`src/rtl/btb_update_ctrl.sv`:
```
// BTB write sequencer: buffers EX taken-branch updates and drains them onto the BTB write port.
// Also runs the fence invalidate sweep. Optional duplicate filter: define BTB_UPD_FILTER_EN.
module btb_update_ctrl #(
  parameter  int DEPTH   = 4,
  parameter  int ENTRIES = 4,
  localparam int IDX_W   = $clog2(ENTRIES)
) (
  input  logic             clk,
  input  logic             rst,
  input  logic             req_valid,
  input  logic [31:0]      req_pc,
  input  logic [31:0]      req_target,
  output logic             req_ready,
  input  logic             fence_req,
  output logic             fence_done,
  output logic             btb_upd_en,
  output logic [31:0]      btb_upd_pc,
  output logic [31:0]      btb_upd_target,
  output logic             btb_inv_en,
  output logic [IDX_W-1:0] btb_inv_idx,
  output logic             busy
`ifdef BTB_UPD_FILTER_EN
  ,
  output logic [7:0]       filt_drops
`endif
);

  localparam int AW    = $clog2(DEPTH);
  localparam int PTR_W = AW + 1;

  typedef enum logic [1:0] {IDLE, SWEEP, DONE} state_t;

  state_t           state;
  logic [PTR_W-1:0] wr_ptr;
  logic [PTR_W-1:0] rd_ptr;
  logic [63:0]      mem [DEPTH];

  logic full;
  logic empty;
  logic do_fence;
  logic accept;
  logic dup;
  logic enq;
  logic push_fifo;
  logic pop_fifo;

  assign full  = (wr_ptr[AW] != rd_ptr[AW]) && (wr_ptr[AW-1:0] == rd_ptr[AW-1:0]);
  assign empty = (wr_ptr == rd_ptr);

  assign do_fence  = (state == IDLE) && fence_req;
  assign req_ready = !rst && (state == IDLE) && !full && !fence_req;
  assign accept    = req_valid && req_ready;
  assign enq       = accept && !dup;
  // An empty FIFO is bypassed so a fresh request reaches the BTB the very next cycle.
  assign push_fifo = enq && !empty;
  assign pop_fifo  = (state == IDLE) && !fence_req && !empty;

  assign busy = !empty || (state != IDLE);

  // NOTE: the payload array has no reset; occupancy is defined by the pointers alone.
  always_ff @(posedge clk) begin
    if (push_fifo) mem[wr_ptr[AW-1:0]] <= {req_pc, req_target};
  end

  // NOTE: sequential state always uses non-blocking assignments so every flop samples pre-edge values.
  always_ff @(posedge clk or posedge rst) begin
    if (rst) begin
      wr_ptr <= '0;
      rd_ptr <= '0;
    end else if (do_fence) begin
      wr_ptr <= '0;
      rd_ptr <= '0;
    end else begin
      if (push_fifo) wr_ptr <= wr_ptr + PTR_W'(1);
      if (pop_fifo)  rd_ptr <= rd_ptr + PTR_W'(1);
    end
  end

  always_ff @(posedge clk or posedge rst) begin
    if (rst) begin
      state          <= IDLE;
      btb_upd_en     <= 1'b0;
      btb_upd_pc     <= '0;
      btb_upd_target <= '0;
      btb_inv_en     <= 1'b0;
      btb_inv_idx    <= '0;
      fence_done     <= 1'b0;
    end else begin
      case (state)
        IDLE: begin
          if (fence_req) begin
            state       <= SWEEP;
            btb_upd_en  <= 1'b0;
            btb_inv_en  <= 1'b1;
            btb_inv_idx <= '0;
          end else if (!empty) begin
            btb_upd_en                   <= 1'b1;
            {btb_upd_pc, btb_upd_target} <= mem[rd_ptr[AW-1:0]];
          end else if (enq) begin
            btb_upd_en     <= 1'b1;
            btb_upd_pc     <= req_pc;
            btb_upd_target <= req_target;
          end else begin
            btb_upd_en <= 1'b0;
          end
        end
        SWEEP: begin
          if (btb_inv_idx == IDX_W'(ENTRIES - 1)) begin
            state       <= DONE;
            btb_inv_en  <= 1'b0;
            btb_inv_idx <= '0;
            fence_done  <= 1'b1;
          end else begin
            btb_inv_idx <= btb_inv_idx + IDX_W'(1);
          end
        end
        DONE: begin
          state      <= IDLE;
          fence_done <= 1'b0;
        end
        default: state <= IDLE;
      endcase
    end
  end

`ifdef BTB_UPD_FILTER_EN
  logic        last_vld;
  logic [31:0] last_pc;
  logic [31:0] last_target;

  assign dup = last_vld && (req_pc == last_pc) && (req_target == last_target);

  // The last-enqueued record is forgotten on fence, since the BTB is about to be wiped.
  always_ff @(posedge clk or posedge rst) begin
    if (rst) begin
      last_vld    <= 1'b0;
      last_pc     <= '0;
      last_target <= '0;
      filt_drops  <= '0;
    end else begin
      if (do_fence) begin
        last_vld <= 1'b0;
      end else if (enq) begin
        last_vld    <= 1'b1;
        last_pc     <= req_pc;
        last_target <= req_target;
      end
      if (accept && dup && filt_drops != 8'hFF) filt_drops <= filt_drops + 8'd1;
    end
  end
`else
  assign dup = 1'b0;
`endif

endmodule

```
`config.mk`:
```
export PLATFORM = sky130hd
export DESIGN_NAME = btb_update_ctrl
export DESIGN_NICKNAME = d
export VERILOG_FILES = /design/src/rtl/btb_update_ctrl.sv
export SDC_FILE = /design/constraint.sdc
export NUM_CORES = 1
export LEC_CHECK = 0
export CAP_MARGIN = 20
export CORE_MARGIN = 2
export CORE_UTILIZATION = 39
export DETAILED_ROUTE_END_ITERATION = 16
export GPL_TIMING_DRIVEN = 0
export SLEW_MARGIN = 20
export SYNTH_ARGS = -nofsm -noshare
export SYNTH_HDL_FRONTEND = slang
export SYNTH_SLANG_ARGS = --single-unit
```
`constraint.sdc`:
```
create_clock -name clk -period 4.15 [get_ports clk]
set_input_delay 0.83 -clock clk [delete_from_list [all_inputs] [get_ports clk]]
set_output_delay 0.83 -clock clk [all_outputs]
set_load 0.1 [all_outputs]
```
; ---- Yosys cells after proc, flatten, opt, wreduce, memory -nomap -nowiden
; Memories as Yosys holds them, arrays and structs flattened.
; Index checks and enable logic that the tools add are counted.
[op_classes]
shifts = 0
n_bitwise = 1
multipliers = 0
div_mod_pow = 0
n_lt_le_gt_ge = 0
n_eq_ne = 9
mux = 24
reduce_logical = 25
add_sub_neg = 3
[op_table]
columns = cell, count
row1 = two-way mux 32 bit, 4
row2 = two-way mux 3 bit, 4
row3 = nonzero test 2 bit, 5
row4 = logical AND 1 bit, 9
row5 = two-way mux 1 bit, 8
row6 = two-way mux 2 bit, 4
row7 = case mux 2 bit (2 select lines), 2
row8 = adder 3 x 1 -> 3 bit (second input constant), 2
row9 = AND reduction 2 bit, 3
row10 = AND reduction 3 bit, 2
row11 = == test 2 bit (second input constant), 2
row12 = logical NOT 1 bit, 4
row13 = inequality test 2 bit (second input constant), 2
row14 = case mux 1 bit (2 select lines), 2
row15 = == test 3 bit, 1
row16 = adder 2 x 1 -> 2 bit (second input constant), 1
row17 = == test 2 x 1 -> 1 bit (second input constant), 1
row18 = == test 2 bit, 1
row19 = logical NOT 2 bit, 1
row20 = inequality test 2 x 1 -> 1 bit (second input constant), 1
row21 = logical OR 1 bit, 1
row22 = inequality test 1 bit, 1
row23 = inverter 1 bit, 1
[word_totals]
input_bits = 68
wordCells = 72
ff_bits = 77
ram_bits = 256
memories = 1
latch_bits = 0
romBits = 0
output_inout_bits = 71
[memory_table]
columns = memory, depth, word_bits, read_ports, rd_ports_with_merged_regs, wr, line_no
row1 = mem, 4, 64, 1, 0, 1, 36  ; logic [63:0] mem [DEPTH];

; ---- Logic depth before layout (Yosys ltp)
[depth]
depth_word = 9
depth_mapped = 7
ltp_nobuf = 4

; ---- Worst setup path before layout
; Ideal clock, no wire load.
[synth_timing]
kind = input to output
startpoint = input fence_req
endpoint = output req_ready
path_buffers = 1
path_slack_ns = -0.407
t_required_ns = 3.320
cell_stages = 3
arrival_time_ns = 3.727
cell_sequence = clkbuf_1 -> or3_1 -> a311oi_1
[synth_via]
elab_chain_cells = 2
[synth_rtl]
columns = element, line_no
row1 = from (decl), 14  ; input logic fence_req,
row2 = logical NOT 1 bit, 51  ; assign req_ready = !rst && (state == IDLE) && !full && !fence_req;
row3 = logical AND 1 bit, 51
row4 = to (decl), 13  ; output logic req_ready,
; Every way passes these cells.

; ---- Worst setup path after layout
[layout_timing]
startpoint = register rd_ptr[0]
endpoint = output busy
[layout_via]
elab_chain_cells = 3
[layout_rtl]
columns = element, line_no
row1 = from (decl), 35  ; logic [PTR_W-1:0] rd_ptr;
row2 = from (signal assigned), 75  ; if (pop_fifo) rd_ptr <= rd_ptr + PTR_W'(1);
row3 = == test 3 bit, 48  ; assign empty = (wr_ptr == rd_ptr);
row4 = logical NOT 1 bit, --
row5 = logical OR 1 bit, 58  ; assign busy = !empty || (state != IDLE);
row6 = to (decl), 21  ; output logic busy
; Every way passes these cells.

==> summary.md <==
| Metric | Value |
|---|---|
| Adder-cell share of the synthesized area | 0.584% |
| Synth cell types | 38 |
| P&R area growth vs syn | 25.1% |
| Least-Margin Pin Slew | 1.06 ns |
| # port buffers | 137 |
| Mapped Cells | 698 |
| Power Dens Cells | 825 nW/µm² |
| Vias per Instance | 5.20 |
| CP delay by family, top | buffers and inverters |
| RSZ-0062 raised after global routing | no |
| Post-Route Skew | 0.00996 ns |
| Sum Neg Setup Slack | 0 ns |
| CP Buf/Inv Count | 4 |
| Synth warn | 0 |
| Worst Path Max Fanout | 10 |
| #FFs+latches synth | 333 |
| Multiplexer share of the synthesized area | 11.3% |
| DRC viols | 0 |
| Post-DP HPWL | 17.1 mm |
| Register area share after synthesis | 74.8% |
| Tmin final | 3.89 ns |
| # clock sinks | 333 |
| Clock Latency Late Sink | 0.50 ns |
| Startpoint types | register |
| Diodes inserted | 0 |
| Vias in the first global route | 7428 |
| Worst EP required | 3.32 ns |
| Max-slew violations | 0 |
| Hold/Removal Path Class | register to register |
| Complex-gate fraction of the synthesized area | 7.74% |
| Final setup viols | 0 |
| Total die area | 34400 µm² |
| Worst path max stage delay | 0.62 ns |
| Main combinational cell family by area after synthesis | multiplexers |
| Critical Path Sink Type | output pin |
| Worst-path cell chain | buf_6, xor2_1, nor3_2, clkbuf_2, buf_2, nand2_1, dlygate4sd2_1 |
| Num CTS Buffers | 36 |
| Pre-Repair DR Iteration Count | 5 |
| Fmax | 0.257 GHz |
| GRT overflow | 0 |
| Root Driver | clkbuf_16 |
| Nets@finish | 952 |
| Asr flop ratio synth | 23.1% |
| # rows | 66 |
| Commonest non-fill, non-tap cells in the layout | edfxtp_1 (256), clkdlybuf4s50_1 (136), dfrtp_1 (77) |
| Critical path class | register to output pin |
| Share of cells above drive strength 1 | 19.5% |
| Synth Area in XOR/XNOR | 0.409% |
| Max VDD drop | 0.000581 V |
| Most used DFF post-synth | edfxtp_1 |
| DRT iter0 DRCs | 470 |
| Chip width | 185 µm |
| Status | complete, no violations |
| Starting Density | 39.6% |
| Max stage delay cell, worst path | dlygate4sd2_1 |
| Final RePlAce weighted congestion | 0.745 |
| Die H | 185 µm |
| Final std cell area, no fill | 16100 µm² |
| Synth Area per Inst | 18.4 µm² |
| Mapped Area | 12800 µm² |
| Total number of vias | 7001 |
| Cts hold-fix bufs | 0 |
| Clock transition at path regs | 0.06 ns |
| Pin count of the biggest net entering global routing | 62 |
| Commonest non-fill, non-tap cell in the layout | edfxtp_1 |
| Tot Pwr | 13.3 mW |
| First-pass GRT wire length | 44.0 mm |
| Clock tree buffer depth | 3 |
| DRT Wirelength | 28.3 mm |
| Final period util | 93.8% |
| Fill cells | 2716 |
| Dpl cell area | 14900 µm² |
| EDFF count, synth | 256 |
| Leakage Power | 5.37 nW |
| Mapped Nets | 772 |
| Fin. Hold Viols | 0 |
| Max Cap Viol | 0 |
| Routed Antenna Nets | 0 |
| CTS tree | yes |
| Post-synthesis simple-gate area fraction | 2.89% |
| Arrival @ worst endpoint | 3.06 ns |
| Core Footprint | 32500 µm² |
| Initial antenna violation count | 0 |
| Top-level port count | 139 |
| H-Tree Depth | 2 |
| GRT Overall Usage | 17.0% |
| WL per Instance | 21.0 µm |
| Relative slew slack | 29.4% |
==> power breakdown <==
part           total (mW)  switching, mW  internal [mW]  leakage (nW)
registers            4.24          0.235           4.01          3.16
logic                5.93           4.21           1.72          1.64
clock network        3.08           1.24           1.84         0.568
total                13.3           5.68           7.57          5.37
==> cell families (layout without fill, tap and decap cells) <==
group           Yosys count  in the layout
buf+inv                  51            257
compound gates          150            150
mux                      65             65
simple gates             87             87
flops                   333            333
fa+ha+maj                 6              6
xor+xnor                  6              6
==> layout make-up <==
cell class                 instances  area (µm²)  share of cell area [%]
sequential                       333        9610                    59.8
multi-input combinational        314        2970                    18.5
timing repair buffer             142        1490                    9.29
clock buffer                      48        1020                    6.33
tap                              442         553                    3.44
buffer                            45         264                    1.64
clock inverter                    16         126                   0.787
inverter                           6        27.5                   0.171
==> metal layers <==
layer  wire, µm  vias up  global-route usage, %
li1           -     3162                      -
met1      12700     3625                   23.5
met2      13700      175                   27.8
met3       1380       39                   3.27
met4        540        0                   4.19
met5          0        -                      0
==> what timing repair did <==
| item | in CTS | in global routing |
|---|---|---|
| setup buffers | 0 | 0 |
| resized for setup | 2 | 0 |
| setup endpoints to repair | 1 | 0 |
==> Yosys cell counts (all sizes together) (2+ instances only) <==
| cell type | count | share of area [%] |
|---|---|---|
| edfxtp | 256 | 60 |
| dfrtp | 77 | 15 |
| a21oi | 69 | 2.7 |
| nor2 | 68 | 2.0 |
| o22ai | 65 | 4.1 |
| mux4 | 64 | 11 |
| buf | 28 | 1.5 |
| clkbuf | 17 | 0.50 |
| ha | 6 | 0.58 |
| inv | 6 | 0.18 |
| o21ai | 6 | 0.23 |
| and3 | 4 | 0.19 |
| a22o | 3 | 0.20 |
| nand2 | 3 | 0.088 |
| nand3 | 3 | 0.12 |
| xnor2 | 3 | 0.20 |
| xor2 | 3 | 0.20 |
| a21o | 2 | 0.12 |
| a32o | 2 | 0.16 |
| nor3 | 2 | 0.12 |
==> through the flow <==
stage	hold WS [ns]	setup WS, ns	utilization [%]	cells
2_1_floorplan	0.522	0.552	-	698
5_1_grt	0.524	0.115	49.5	1346
3_5_place_dp	0.473	0.0952	46.0	1282
4_1_cts	0.487	0.176	49.5	1346
3_3_place_gp	0.469	-1.42	45.5	1277
6_report	0.482	0.257	49.5	1346
==> flip-flops by register name, summed over array words and instances, names as in the netlist <==
register / count
state: 2
btb_inv_en: 1
mem: 256
wr_ptr: 3
btb_upd_target: 32
btb_upd_en: 1
fence_done: 1
rd_ptr: 3
btb_inv_idx: 2
btb_upd_pc: 32
==> path summary, 6_finish.rpt <==
| kind | start | end | slack (ns) | cells past startpoint |
|---|---|---|---|---|
| min in group asynchronous | rst | btb_upd_pc[28] | 0.71 | 2 |
| worst max-delay path | rd_ptr[0] | busy | 0.26 | 7 |
| worst min register to register | btb_upd_en | btb_upd_en | 0.48 | 1 |
| worst min-delay path | btb_upd_en | btb_upd_en | 0.48 | 1 |
| worst max register to register | state[0] | mem[1][46] | 0.98 | 6 |
| max in group asynchronous | rst | btb_upd_pc[18] | 2.84 | 3 |
No activity file was read; power rests on OpenSTA's default activity.
==> RTL edit 1 (same settings) <==
The parameter `ENTRIES` goes from 4 to 2.
--- a/src/rtl/btb_update_ctrl.sv
+++ b/src/rtl/btb_update_ctrl.sv
@@ -2,7 +2,7 @@
 // Also runs the fence invalidate sweep. Optional duplicate filter: define BTB_UPD_FILTER_EN.
 module btb_update_ctrl #(
   parameter  int DEPTH   = 4,
-  parameter  int ENTRIES = 4,
+  parameter  int ENTRIES = 2,
   localparam int IDX_W   = $clog2(ENTRIES)
 ) (
   input  logic             clk,
Ports: changed (resized btb_inv_idx); port bits go from 139 to 138. No check against the original RTL was run, so the function may have changed too.
==> RTL edit 1 against the unedited design <==
  * Power shrank 3.2%
  * Worst hold slack better by 0.025 ns
  * Final area fell by 0.33%
  * Critical path depth stayed put
  * Die area decreased by 0.32%
  * Routed wire length fell by 0.53%
  * Combinational power fell by 6.7%
  * Worst setup slack got worse by 0.070 ns
  * Sequential cell count shrank 1
  * Cell count decreased by 0.15%
  * Non-clock buffer count is 1 lower
  * Area after synthesis is 0.33% lower
  * Critical path type unchanged
==> RTL edit 1: results (changes against the unedited design) <==
PortBufs: 136 (-0.73%)
Area after DPL: 14,870 um2 (-0.37%)
Worst Clk Skew: 0.01845 ns (+0.008497 ns)
CTS buffer count: 36 (unchanged)
Static Leakage: 5.324 nW (-0.91%)
Place WS: 0.2902 ns (+0.1950 ns)
Syn nets: 769 (-0.39%)
DRT Wirelength: 28,150 um (-0.53%)
Vias/cell: 5.138 (-1.2%)
Final HPWL DP: 17,120 um (+0.18%)
Final-stage net count: 948 (-0.42%)
Share of cells above drive strength 1: 19.20% (-0.27 points)
Sequential share of the synthesized area: 74.90% (about the same)
Asr flop ratio synth: 22.89% (-0.23 points)
Top cells by area, synth: edfxtp_1, dfrtp_1, mux4_2
Cells after Synth: 696 (-0.29%)
Placed instance count: 1,279 (-0.23%)
Gr usage total: 17.04% (+0.062 points)
Critical Path AT: 3.13 ns (+0.07 ns)
VDD IR-drop max: 0.0004557 V (-22%)
Drt initial violations: 515 (+9.6%)
Vias in the first global route: 7,369 (-0.79%)
Largest net degree at the start of global routing: 46 (-26%)
First-pass GRT wire length: 43,960 um (about the same)
Status: finished, final reports clean
[RTL edit 1: cells by family after synthesis]
group,Yosys count,share of synthesized area [%]
adders and majority gates,5,0.4887
DFF,332,74.90
muxes,66,11.42
AOI/OAI and AO/OA,148,7.633
xor gates and xnor gates,6,0.4106
and+or+nand+nor,88,2.922
buffers and inverters,51,2.228
[RTL edit 1: timing repair]
action,4_1_cts,5_1_grt
endpoints found under the setup margin,1,0
hold buffers,0,0
resized for setup,1,0
[RTL edit 1: layout make-up]
class / instances / area, um2 / share of cell area (%)
Sequential cell: 332 / 9589 / 59.88
Multi-Input combinational cell: 313 / 2954 / 18.45
Timing Repair Buffer: 141 / 1483 / 9.259
Clock buffer: 55 / 1044 / 6.516
Tap cell: 442 / 553.0 / 3.453
Buffer: 45 / 262.8 / 1.641
Clock inverter: 9 / 101.3 / 0.6329
Inverter: 6 / 25.02 / 0.1563
Antenna cell: 1 / 2.502 / 0.01563
[RTL edit 1: path summary, 6_finish.rpt]
kind / end / slack (ns)
min: btb_upd_en / 0.51
max: busy / 0.19
max in group asynchronous: btb_upd_target[9] / 2.75
min in group asynchronous: state[1] / 0.78
max reg2reg: mem[1][44] / 1.05
min reg2reg: btb_upd_en / 0.51
[RTL edit 1: metal layers]
| layer | wire length (um) | GRT usage (%) | share of wire, % | vias up |
|---|---|---|---|---|
| li1 | - | - | - | 3136 |
| met1 | 12450 | 23.25 | 44 | 3559 |
| met3 | 1647 | 3.854 | 5.9 | 36 |
| met2 | 13670 | 28.21 | 49 | 174 |
| met4 | 388 | 3.524 | 1.4 | 0 |
| met5 | 0 | 0 | 0 | - |
[RTL edit 1: critical path, cell delays in order (launching register included)]
cell           delay, ns
dfrtp_1             0.37
buf_2               0.17
xor2_1              0.19
nor3_2              0.50
buf_2               0.37
buf_2               0.31
nand2_1             0.09
dlygate4sd2_1       0.62
[RTL edit 1: power by group]
group	switching (mW)	internal, mW	total [mW]
combinational	3.99	1.54	5.53
sequential	0.222	4.00	4.22
clock	1.23	1.86	3.08
==> RTL edit 2 (same settings) <==
Without the edit above. The 3 states of `state_t` get a one-hot encoding in 3 bits.
--- a/src/rtl/btb_update_ctrl.sv
+++ b/src/rtl/btb_update_ctrl.sv
@@ -28,7 +28,7 @@
   localparam int AW    = $clog2(DEPTH);
   localparam int PTR_W = AW + 1;
 
-  typedef enum logic [1:0] {IDLE, SWEEP, DONE} state_t;
+  typedef enum logic [2:0] {IDLE = 3'b001, SWEEP = 3'b010, DONE = 3'b100} state_t;
 
   state_t           state;
   logic [PTR_W-1:0] wr_ptr;
Function: no difference found for any inputs over 4 cycles, from zero or initial values and one cycle with rst high; so few cycles prove little.
==> RTL edit 2 against the unedited design <==
  * Sequential cell count is 1 higher
  * Area after synthesis decreased by 0.30%
  * Largest power group unchanged
  * Combinational power decreased by 3.4%
  * Sequential power is essentially flat
  * Routed wire length increased by 1.5%
  * Synthesized cell count up 0.43%
  * Final area is 0.39% lower
  * Worst setup slack got worse by 0.11 ns
  * Power is 2.3% lower
==> RTL edit 2: results (changes against the unedited design) <==
Max incr delay on CP: 0.90 ns (+0.28 ns)
Static Leakage: 5.360 nW (-0.24%)
Status: finished, final reports clean
PortBufs: 138 (+0.73%)
Critical Path AT: 3.18 ns (+0.12 ns)
Vias/cell: 5.170 (-0.61%)
Share of cells above drive strength 1: 17.18% (-2.3 points)
Final HPWL DP: 17,680 um (+3.5%)
Drt initial violations: 405 (-14%)
VDD IR-drop max: 0.0005535 V (-4.8%)
RD Place Congestion: 0.7255 (-2.6%)
Sequential share of the synthesized area: 75.28% (+0.43 points)
FILL cells: 2,754 (+1.4%)
NetSw: 5.517 mW (-2.9%)
Place WS: -0.1817 ns (-0.2769 ns)
Asr flop ratio synth: 23.35% (+0.23 points)
Distinct cells, synth: 41 (+7.9%)
CP Max Fanout: 7 (-3)
First-pass iteration count of the detailed router: 7 (+2)
Most instantiated cells after synthesis: edfxtp_1, dfrtp_1, nor2_1, a21oi_1, o22ai_1
Largest net degree at the start of global routing: 47 (-24%)
Top cells by area, synth: edfxtp_1, dfrtp_1, mux4_2
Vias in the first global route: 7,371 (-0.77%)
First-pass GRT wire length: 44,130 um (+0.41%)
Worst Clk Skew: 0.01118 ns (+0.001227 ns)
RTL edit 2: cell type report:
type,count,area share [%]
Multi-Input combinational cell,317,18.08
Sequential cell,334,60.24
Buffer,44,1.759
Inverter,6,0.1720
Clock inverter,5,0.1329
Tap cell,442,3.456
Clock buffer,59,6.739
Timing Repair Buffer,143,9.429
RTL edit 2: worst register-to-register path: stages, from the launching register on:
cell and delay (ns):
dfstp_2 0.59, or3b_2 0.51, nor2_2 0.53, buf_2 0.40
and3_4 0.55, buf_16 0.32
RTL edit 2: metrics by stage:
| step | cells | setup TNS (ns) | utilization [%] | cell area (um2) | hold slack, ns |
|---|---|---|---|---|---|
| 2_1_floorplan | 701 | 0 | - | 12810 | 0.5003 |
| 3_3_place_gp | 1281 | -447.87 | 45.44 | 14750 | 0.5078 |
| 3_5_place_dp | 1286 | -0.1817 | 45.92 | 14900 | 0.5177 |
| 4_1_cts | 1350 | 0 | 49.31 | 16000 | 0.5323 |
| 5_1_grt | 1350 | 0 | 49.31 | 16000 | 0.5506 |
| 6_report | 1350 | 0 | 49.31 | 16000 | 0.5256 |
RTL edit 2: routing by layer:
layer | vias up | global-route usage [%] | share of wire, %
met5 | - | 0 | 0
met4 | 0 | 4.667 | 1.6
met3 | 39 | 3.421 | 4.7
met2 | 176 | 28.15 | 49
met1 | 3582 | 23.73 | 45
li1 | 3182 | - | -
RTL edit 2: path summary, 6_finish.rpt:
path,start,endpoint,slack [ns],depth (start not counted)
hold / removal,btb_upd_pc[16],btb_upd_pc[16],0.53,2
setup reg to reg,state[0],mem[0][38],0.89,5
setup / recovery,fence_req,req_ready,0.14,4
max in group asynchronous,rst,state[0],2.70,3
min in group asynchronous,rst,btb_upd_target[17],0.82,2
hold reg to reg,btb_upd_pc[16],btb_upd_pc[16],0.53,2
RTL edit 2: power by group through the flow:
| stage | combinational, mW | sequential (mW) | clock (mW) |
|---|---|---|---|
| CTS | 5.81 | 4.26 | 3.06 |
| finish | 5.73 | 4.25 | 2.97 |
| detailed placement | 5.80 | 4.32 | 0 |
| global route | 6.06 | 4.30 | 3.18 |
| floorplan | 2.03 | 6.52 | 0 |
| global placement | 5.76 | 4.32 | 0 |
RTL edit 2: cells by family after synthesis:
logic type | synth area share [%]
buf+inv | 2.374
compound gates | 6.947
fa+ha+maj | 0.5862
flops | 75.28
xor+xnor | 0.4104
mux | 11.33
simple gates | 3.068
